File: src/rtl/core_seq_pkg.sv
// Shared types and field positions for the attention-core instruction sequencer.
package core_seq_pkg;

    // Sequencer states; the encoding is also exported on the phase debug port.
    typedef enum logic [2:0] {
        ST_IDLE  = 3'd0,
        ST_LD_Q  = 3'd1,
        ST_LD_K  = 3'd2,
        ST_KLD   = 3'd3,
        ST_EXEC  = 3'd4,
        ST_WAIT  = 3'd5,
        ST_DRAIN = 3'd6,
        ST_DONE  = 3'd7
    } state_t;

    // Instruction word layout as consumed by core.
    localparam int INST_W          = 27;
    localparam int INST_OFIFO_RD   = 16;
    localparam int INST_QK_ADD_LSB = 12;
    localparam int INST_P_ADD_LSB  = 8;
    localparam int INST_EXECUTE    = 7;
    localparam int INST_LOAD       = 6;
    localparam int INST_QMEM_RD    = 5;
    localparam int INST_QMEM_WR    = 4;
    localparam int INST_KMEM_RD    = 3;
    localparam int INST_KMEM_WR    = 2;
    localparam int INST_PMEM_RD    = 1;
    localparam int INST_PMEM_WR    = 0;

    // Beat/cycle counter width; also the width of both address fields.
    localparam int CNT_W = 4;

endpackage

File: src/rtl/seq_counter.sv
// Beat/cycle counter with clear and enable; at_last flags count == last.
module seq_counter
    import core_seq_pkg::*;
(
    input  logic             clk,
    input  logic             reset,
    input  logic             clear,
    input  logic             en,
    input  logic [CNT_W-1:0] last,
    output logic [CNT_W-1:0] count,
    output logic             at_last
);

    logic [CNT_W-1:0] count_reg;

    // Clear has priority over increment so a state entry always starts at index 0.
    always_ff @(posedge clk) begin
        if (reset || clear) begin
            count_reg <= '0;
        end else if (en) begin
            count_reg <= count_reg + 1'b1;
        end
    end

    assign count   = count_reg;
    assign at_last = (count_reg == last);

endmodule

File: src/rtl/core_sequencer.sv
// Instruction sequencer: loads Q/K from the host stream, then walks the core
// through K load, execute, latency wait and ofifo drain, one pass per start.
module core_sequencer
    import core_seq_pkg::*;
#(
    parameter  int col      = 8,
    parameter  int bw       = 4,
    parameter  int pr       = 8,
    parameter  int len_q    = 8,
    parameter  int exec_lat = 10,
    localparam int DW       = pr * bw * 2
) (
    input  logic              clk,
    input  logic              reset,
    input  logic              start,
    input  logic [3:0]        n_q,
    input  logic [DW-1:0]     in_data,
    input  logic              in_valid,
    output logic              in_ready,
    output logic [DW-1:0]     mem_in,
    output logic [INST_W-1:0] inst,
    output logic              busy,
    output logic              done,
    output logic [2:0]        phase
);

    // Exit indices; every compare is on the last index so cnt never wraps.
    // KLD runs one extra index: index col is the gap cycle before EXEC.
    localparam logic [CNT_W-1:0] K_LAST    = CNT_W'(col - 1);
    localparam logic [CNT_W-1:0] KLD_LAST  = CNT_W'(col);
    localparam logic [CNT_W-1:0] WAIT_LAST = CNT_W'(exec_lat - 1);

    state_t              state_reg, state_next;
    logic [3:0]          nq_reg, nq_next;
    logic [INST_W-1:0]   inst_reg, inst_next;
    logic [DW-1:0]       mem_in_reg, mem_in_next;

    logic [CNT_W-1:0]    cnt;
    logic [CNT_W-1:0]    cnt_last;
    logic                cnt_at_last;
    logic                cnt_clear;
    logic                cnt_en;

    seq_counter u_cnt (
        .clk     (clk),
        .reset   (reset),
        .clear   (cnt_clear),
        .en      (cnt_en),
        .last    (cnt_last),
        .count   (cnt),
        .at_last (cnt_at_last)
    );

    // Next-state, next instruction word and counter control for the current state.
    always_comb begin
        state_next  = state_reg;
        nq_next     = nq_reg;
        inst_next   = '0;
        mem_in_next = mem_in_reg;
        cnt_clear   = 1'b0;
        cnt_en      = 1'b0;
        cnt_last    = '0;
        in_ready    = 1'b0;

        case (state_reg)
            ST_IDLE: begin
                if (start && (n_q != 4'd0) && (int'(n_q) <= len_q)) begin
                    state_next = ST_LD_Q;
                    nq_next    = n_q;
                    cnt_clear  = 1'b1;
                end
            end

            ST_LD_Q: begin
                in_ready = 1'b1;
                cnt_last = nq_reg - 4'd1;
                if (in_valid) begin
                    inst_next[INST_QMEM_WR]                  = 1'b1;
                    inst_next[INST_QK_ADD_LSB +: CNT_W]      = cnt;
                    mem_in_next                              = in_data;
                    if (cnt_at_last) begin
                        state_next = ST_LD_K;
                        cnt_clear  = 1'b1;
                    end else begin
                        cnt_en = 1'b1;
                    end
                end
            end

            ST_LD_K: begin
                in_ready = 1'b1;
                cnt_last = K_LAST;
                if (in_valid) begin
                    inst_next[INST_KMEM_WR]                  = 1'b1;
                    inst_next[INST_QK_ADD_LSB +: CNT_W]      = cnt;
                    mem_in_next                              = in_data;
                    if (cnt_at_last) begin
                        state_next = ST_KLD;
                        cnt_clear  = 1'b1;
                    end else begin
                        cnt_en = 1'b1;
                    end
                end
            end

            ST_KLD: begin
                cnt_last = KLD_LAST;
                if (cnt_at_last) begin
                    // Gap cycle: instruction word stays zero.
                    state_next = ST_EXEC;
                    cnt_clear  = 1'b1;
                end else begin
                    inst_next[INST_KMEM_RD]             = 1'b1;
                    inst_next[INST_LOAD]                = 1'b1;
                    inst_next[INST_QK_ADD_LSB +: CNT_W] = cnt;
                    cnt_en                              = 1'b1;
                end
            end

            ST_EXEC: begin
                cnt_last                            = nq_reg - 4'd1;
                inst_next[INST_QMEM_RD]             = 1'b1;
                inst_next[INST_EXECUTE]             = 1'b1;
                inst_next[INST_QK_ADD_LSB +: CNT_W] = cnt;
                if (cnt_at_last) begin
                    state_next = ST_WAIT;
                    cnt_clear  = 1'b1;
                end else begin
                    cnt_en = 1'b1;
                end
            end

            ST_WAIT: begin
                cnt_last = WAIT_LAST;
                if (cnt_at_last) begin
                    state_next = ST_DRAIN;
                    cnt_clear  = 1'b1;
                end else begin
                    cnt_en = 1'b1;
                end
            end

            ST_DRAIN: begin
                cnt_last                           = nq_reg - 4'd1;
                inst_next[INST_OFIFO_RD]           = 1'b1;
                inst_next[INST_PMEM_WR]            = 1'b1;
                inst_next[INST_P_ADD_LSB +: CNT_W] = cnt;
                if (cnt_at_last) begin
                    state_next = ST_DONE;
                    cnt_clear  = 1'b1;
                end else begin
                    cnt_en = 1'b1;
                end
            end

            ST_DONE: begin
                state_next = ST_IDLE;
                cnt_clear  = 1'b1;
            end

            default: begin
                state_next = ST_IDLE;
                cnt_clear  = 1'b1;
            end
        endcase
    end

    // State, latched Q count and the registered core-facing outputs.
    always_ff @(posedge clk) begin
        if (reset) begin
            state_reg  <= ST_IDLE;
            nq_reg     <= 4'd0;
            inst_reg   <= '0;
            mem_in_reg <= '0;
        end else begin
            state_reg  <= state_next;
            nq_reg     <= nq_next;
            inst_reg   <= inst_next;
            mem_in_reg <= mem_in_next;
        end
    end

    assign inst   = inst_reg;
    assign mem_in = mem_in_reg;
    assign busy   = (state_reg != ST_IDLE);
    assign done   = (state_reg == ST_DONE);
    assign phase  = state_reg;

endmodule

File: config.mk
export PLATFORM = sky130hd
export DESIGN_NAME = core_sequencer
export DESIGN_NICKNAME = d
export VERILOG_FILES = /design/src/rtl/core_seq_pkg.sv /design/src/rtl/seq_counter.sv /design/src/rtl/core_sequencer.sv
export SDC_FILE = /design/constraint.sdc
export NUM_CORES = 1
export LEC_CHECK = 0
export CAP_MARGIN = 20
export CORE_MARGIN = 2
export CORE_UTILIZATION = 41
export CTS_CLUSTER_SIZE = 8
export DETAILED_ROUTE_END_ITERATION = 8
export PLACE_DENSITY = 0.77
export SYNTH_ARGS = -nofsm -noshare
export SYNTH_HDL_FRONTEND = slang
export SYNTH_SLANG_ARGS = --single-unit
File: constraint.sdc
create_clock -name clk -period 2.8 [get_ports clk]
set_input_delay 0.84 -clock clk [delete_from_list [all_inputs] [get_ports clk]]
set_output_delay 0.84 -clock clk [all_outputs]
set_load 0.01 [all_outputs]
== Word-level counts from Yosys, hierarchy flattened ==
Cells that the tools add are included.

* Flip-flop bits (word level): 102
* Bits of input ports: 72
* Output and inout port bits: 97
* Word-level logic and storage cells: 73

* Add/subtract/negate cells: 2
* Order comparisons: 1
* Equal/unequal tests: 17
* Multiplexer cells: 26
* Bitwise operators: 3
* Reduce and logical (&&, ||, !) cells: 15

{| class="wikitable"
|+ Operators with widths
! cell !! number
|-
| 2-to-1 mux 3 bit || 9
|-
| case mux 3 bit (8 select lines) || 1
|-
| != test 2 bit, second input constant || 9
|-
| case mux 4 bit (4 select lines) || 1
|-
| == test 3 bit, second input constant || 4
|-
| case mux 4 bit (3 select lines) || 1
|-
| 2-to-1 mux 1 bit || 10
|-
| AND reduction 9 bit || 1
|-
| 2-to-1 mux 4 bit || 2
|-
| OR reduction 2 bit || 4
|-
| == test 3 x 2 -> 1 bit, second input constant || 2
|-
| adder 4 x 1 -> 4 bit, second input constant || 1
|-
| == test 4 bit || 1
|-
| less-or-equal comparator 4 bit, second input constant || 1
|-
| case mux 1 bit (4 select lines) || 1
|-
| AND reduction 2 bit || 2
|-
| nonzero test 4 bit || 1
|-
| OR reduction 4 bit || 1
|-
| subtractor 4 x 1 -> 4 bit, second input constant || 1
|-
| == test 3 x 1 -> 1 bit, second input constant || 1
|-
| zero test 3 bit || 1
|-
| inverter 1 bit || 3
|-
| nonzero test 3 bit || 1
|-
| OR reduction 3 bit || 1
|-
| 3 further kinds || 4
|}

== Longest topological paths before layout ==
* Word-level depth: 8
* Depth in mapped cells: 10
* Gate-level depth less buffers: 8

== By module ==
From an unflattened synthesis, not the netlist that was laid out.

* Cells, all modules: 424
* Area, all modules: 3518.4 µm²

{| class="wikitable"
|+ Modules (own cells, without submodules)
! module !! instances !! cells each !! area each (µm²) !! seq. area each (µm²)
|-
| core_sequencer || 1 || 402 || 3299.4 || 1681.6
|-
| seq_counter || 1 || 22 || 219.0 || 80.1
|}

== Least setup slack after synthesis ==
No wires, ideal clock.

* Path kind: register -> register
* Start: register state_reg[1] (netlist: phase[1])
* End: register state_reg[0] (netlist: phase[0])
* Library setup time: 128 ps
* Data arrival time: 2052 ps
* Required time: 2672 ps
* Slack: 620 ps
* Cell stages (with the launch flop): 9
* Buffers on the path: 2
* Clock period less this slack: 2180 ps
* Cells stage by stage: dfxtp_1 clkbuf_8 or3_1 a21oi_1 o211ai_2 or4_4 buf_6 nor3_1 o22ai_1

* Word-level cells in the longest chain between the ends: 6
* Elaborated cells on any way between the ends: 22
* Those cells by class: eq/ne: 17; mux: 2; reduce/logical: 3

{| class="wikitable"
|+ RTL lines
! element !! line !! source
|-
| start: declaration || core_sequencer.sv:33 || <nowiki>state_t state_reg, state_next;</nowiki>
|-
| start signal: assignment || core_sequencer.sv:176 || <nowiki>state_reg <= state_next;</nowiki>
|-
| == test 3 bit / == test 3 x 1 -> 1 bit (equally long branches) || core_sequencer.sv:65 || <nowiki>case (state_reg)</nowiki>
|-
| OR reduction 3 bit (no source line) || n/a ||
|-
| case mux 4 bit (4 select lines) || core_sequencer.sv:65 ||
|-
| == test 4 bit || seq_counter.sv:26 || <nowiki>assign at_last = (count_reg == last);</nowiki>
|-
| != test 2 bit (no source line) || n/a ||
|-
| AND reduction 9 bit (no source line) || n/a ||
|}

Several ways; a longest one is shown, not always the timed one.
A chain may end at the register's enable or synchronous reset.

== Worst setup path after layout ==
* Start: register state_reg[1] (netlist: phase[1])
* End: output in_ready

* Word-level cells in the longest chain between the ends: 3
* Elaborated cells on any way between the ends: 4
* Those cells by class: eq/ne: 2; mux: 1; reduce/logical: 1

{| class="wikitable"
|+ RTL lines
! element !! line !! source
|-
| == test 3 x 2 -> 1 bit / == test 3 x 1 -> 1 bit (equally long branches) || core_sequencer.sv:65 ||
|-
| OR reduction 2 bit (no source line) (*) || n/a ||
|-
| 2-to-1 mux 1 bit (*) || core_sequencer.sv:65 ||
|-
| end: declaration || core_sequencer.sv:19 || <nowiki>output logic in_ready,</nowiki>
|}

Mark *: on every way between the ends. The rest lies on a longest branch, timed or not.

==> run summary <==
Hold repair after CTS inserted 0 buffers. The signal arrival time at the worst endpoint is between 1.5 and 2 ns. The number of flip-flops under the largest register name came out at 64.

The post-route clock skew is roughly 0.017 ns. The final number of hold-violating endpoints is 0. The distinct cell type count of the synthesized netlist is 46. In this run, the number of DRC markers left after iteration 0 of detailed routing was between 150 and 200.

The area enclosed by the die boundary is between 9000 and 10000 um^2. In the layout the commonest cells are 156 x sky130_fd_sc_hd__clkdlybuf4s50_1, 137 x sky130_fd_sc_hd__nand2_1, 86 x sky130_fd_sc_hd__dfxtp_1. In this run the worst path has a maximum fanout of 20. Pin placement for this block handled 169 I/O pins. The pre-CTS worst setup slack came out at between 0.2 and 0.3 ns.

The number of setup violations in the final report came out at 0. The post-synthesis instance area is 3578 um^2. The number of slew-limit violations in the final report came out at 0. Static timing analysis puts the maximum clock frequency at 0.3725 GHz. The total length of routed wires came out at around 9200 um. The synthesized netlist cell count came out at 438.

The initial antenna violation count is 0. The share of synthesized area in the top cell type comes to between 40% and 50%. The die extent in x is 97.43 um. Setup slack on the worst reg-to-reg path comes out at ~0.36 ns. The post-route fraction of the period consumed by the critical path came out at a little over nine tenths. Summed over all layers, the global routing overflow is 0. The first global-routing pass estimated about 15000 um of wire. The register clock-pin slew on the reported worst setup and hold paths is roughly 0.10 ns.

The worst setup path is captured at an output port. The cell taking the most area after synthesis is sky130_fd_sc_hd__dfxtp_1. The number of warnings issued by yosys came out at 0. The wire length per cell after detailed routing came out at 13.29 um. The design draws 4.402 mW. The run finished with clean final reports. Entering global routing, the biggest net connects 45 pins.

The leakage power of the design is 1.924 nW. The number of H-tree levels came out at 3. The number of global-route vias before repair was about 3300. The core area came out at 8593 um^2.

The worst-case clock buffer depth came out at 2. TritonCTS built the clock tree. The number of core rows came out at 34. The source-to-sink clock delay at the later pin of the worst-skew pair is 0.34 ns. The TritonCTS buffer count is 9. The max-slew headroom at the worst pin is between 60% and 70%.

The total negative slack came out at 0 ns. The worst supply voltage drop on vdd came out at 0.3749 mV. The total DRC errors in the routed layout came out at 0. The number of enable flip-flop cells after synthesis is 0. The first-pass iteration count of the detailed router is 4. For the finished layout, the period the worst path requires is 2.684 ns.

At the worst endpoint, the required time is 1.96 ns. For this configuration, the core starts out at a cell density of a little over two fifths. By area the synthesized netlist is led by sky130_fd_sc_hd__dfxtp_1 49%, sky130_fd_sc_hd__nand2_1 14%, sky130_fd_sc_hd__a21oi_1 10%. Detailed placement finished with a half-perimeter wire length of 6656 um.

Setup repair after global routing left no endpoint under its margin. The worst hold path belongs to the class flop to flop. The via-per-instance ratio is 4.892. The critical path is of the flop to output port type. The register area share after synthesis is 49.23%. The overall fraction of global-route tracks in use is between 10% and 20%.

The number of clock sinks is between 80 and 90. The commonest non-fill, non-tap cell in the layout is sky130_fd_sc_hd__clkdlybuf4s50_1. Dividing total power by cell area gives a power density of 824.2 nW/um^2. The cell sitting at the root of the clock tree is a sky130_fd_sc_hd__clkbuf_8. The final setup slack of the worst path is around 0.12 ns. Of the cells placed in the final design, the portion with a size suffix greater than 1 is 6.485%. The end-of-flow core utilization is 62.16%. The total number of nets in the final design is 655.

The mean area per synthesized cell is 8.170 um^2. The number of synthesized register bits is 88. STA classifies the critical path startpoint as a flop. In this run the remaining antenna-violating nets after routing total 0. The count of buffers added on input and output ports is 157.

The repair_antennas step left the layout with diodes totalling 0. The fraction of synthesis flops using an asynchronous set or reset pin came out at 0%. The die span in y came out at 97.43 um. The tool flagged a number of max-cap violations equal to 0. For the pin with the worst max-slew slack, the measured transition is 0.5633 ns. The most instantiated flip-flop cell in the synthesis netlist is sky130_fd_sc_hd__dfxtp_1. The total via count after detailed routing came out at 3395. The routability congestion estimate from global placement came out at 0.8829.

From synthesis to final layout, the design area changed by 49.27%.
worst max-delay path: stages, from the launching register on:
cell and delay (ns):
sky130_fd_sc_hd__dfxtp_2 0.56, sky130_fd_sc_hd__xnor2_1 0.19, sky130_fd_sc_hd__nor2_1 0.19, sky130_fd_sc_hd__clkdlybuf4s50_1 0.56
Yosys cell counts (2+ instances only):
cell,number
sky130_fd_sc_hd__nand2_1,138
sky130_fd_sc_hd__dfxtp_1,88
sky130_fd_sc_hd__a21oi_1,74
sky130_fd_sc_hd__buf_4,14
sky130_fd_sc_hd__clkbuf_1,14
sky130_fd_sc_hd__nor2_1,12
sky130_fd_sc_hd__and2_1,8
sky130_fd_sc_hd__inv_1,7
sky130_fd_sc_hd__buf_1,6
sky130_fd_sc_hd__buf_6,5
sky130_fd_sc_hd__mux2i_1,5
sky130_fd_sc_hd__nor3_1,5
sky130_fd_sc_hd__nand3_1,4
sky130_fd_sc_hd__nor2b_1,4
sky130_fd_sc_hd__nor3b_1,4
sky130_fd_sc_hd__xnor2_1,4
sky130_fd_sc_hd__nor4_1,3
sky130_fd_sc_hd__o21ai_0,3
sky130_fd_sc_hd__o22ai_1,3
sky130_fd_sc_hd__and3_1,2
sky130_fd_sc_hd__buf_2,2
sky130_fd_sc_hd__clkbuf_8,2
sky130_fd_sc_hd__ha_1,2
sky130_fd_sc_hd__nand2b_1,2
sky130_fd_sc_hd__nor4b_1,2
sky130_fd_sc_hd__o21a_1,2
sky130_fd_sc_hd__o31ai_1,2
sky130_fd_sc_hd__or3_1,2
sky130_fd_sc_hd__or4_4,2
path summary, 6_finish.rpt:
kind,cells past startpoint,endpoint,from
worst max-delay path,3,in_ready,phase[1]
worst min-delay path,2,mem_in[37],mem_in[37]
worst max register to register,8,phase[2],nq_reg[0]
worst min register to register,2,mem_in[37],mem_in[37]
what timing repair did:
action | CTS | global route
resized for setup | 1 | 1
setup buffers | 0 | 0
setup endpoints to repair | 2 | 2
logic make-up (layout without fill, tap and decap cells):
family	count (synthesis)	count (layout)	share of synthesized area [%]
other	1	11	0.1048
flip-flops	88	88	49.23
AO/OA/AOI/OAI	94	94	14.83
AND/OR/NAND/NOR	192	192	23.57
XOR/XNOR	4	4	0.9789
buffers and inverters	52	190	9.196
adder cells (fa/ha/maj)	2	2	0.6992
multiplexers	5	5	1.399
cell type report:
cell class | count | area [um^2]
clock buffer | 11 | 151.4
multi-input combinational | 308 | 1533
sequential | 88 | 1764
clock inverter | 5 | 65.06
fill | 741 | 3252
timing repair buffer | 167 | 1667
tap | 108 | 135.1
inverter | 7 | 26.28
where the power goes:
group	switching (mW)	total, mW	internal, mW	leakage [nW]
clock	0.450	0.918	0.468	0.110
sequential	0.177	1.66	1.49	0.715
combinational	0.928	1.82	0.892	1.10
metrics by stage:
step	std cells	hold WS [ns]	cell area, um^2
after floorplan	448	0.4805	3616
after global placement	678	0.4408	5122
after detailed placement	678	0.4464	5122
after CTS	694	0.4591	5340
after global routing	694	0.4757	5341
final	694	0.4552	5341
layer usage:
metal	vias up	share of wire (%)	global-route usage [%]
li1	1701	-	-
met1	1550	44	23.09
met2	131	47	32.04
met3	13	6.9	5.324
met4	0	2.0	9.402
met5	-	0	0
Power figures use the tool's default switching activity.
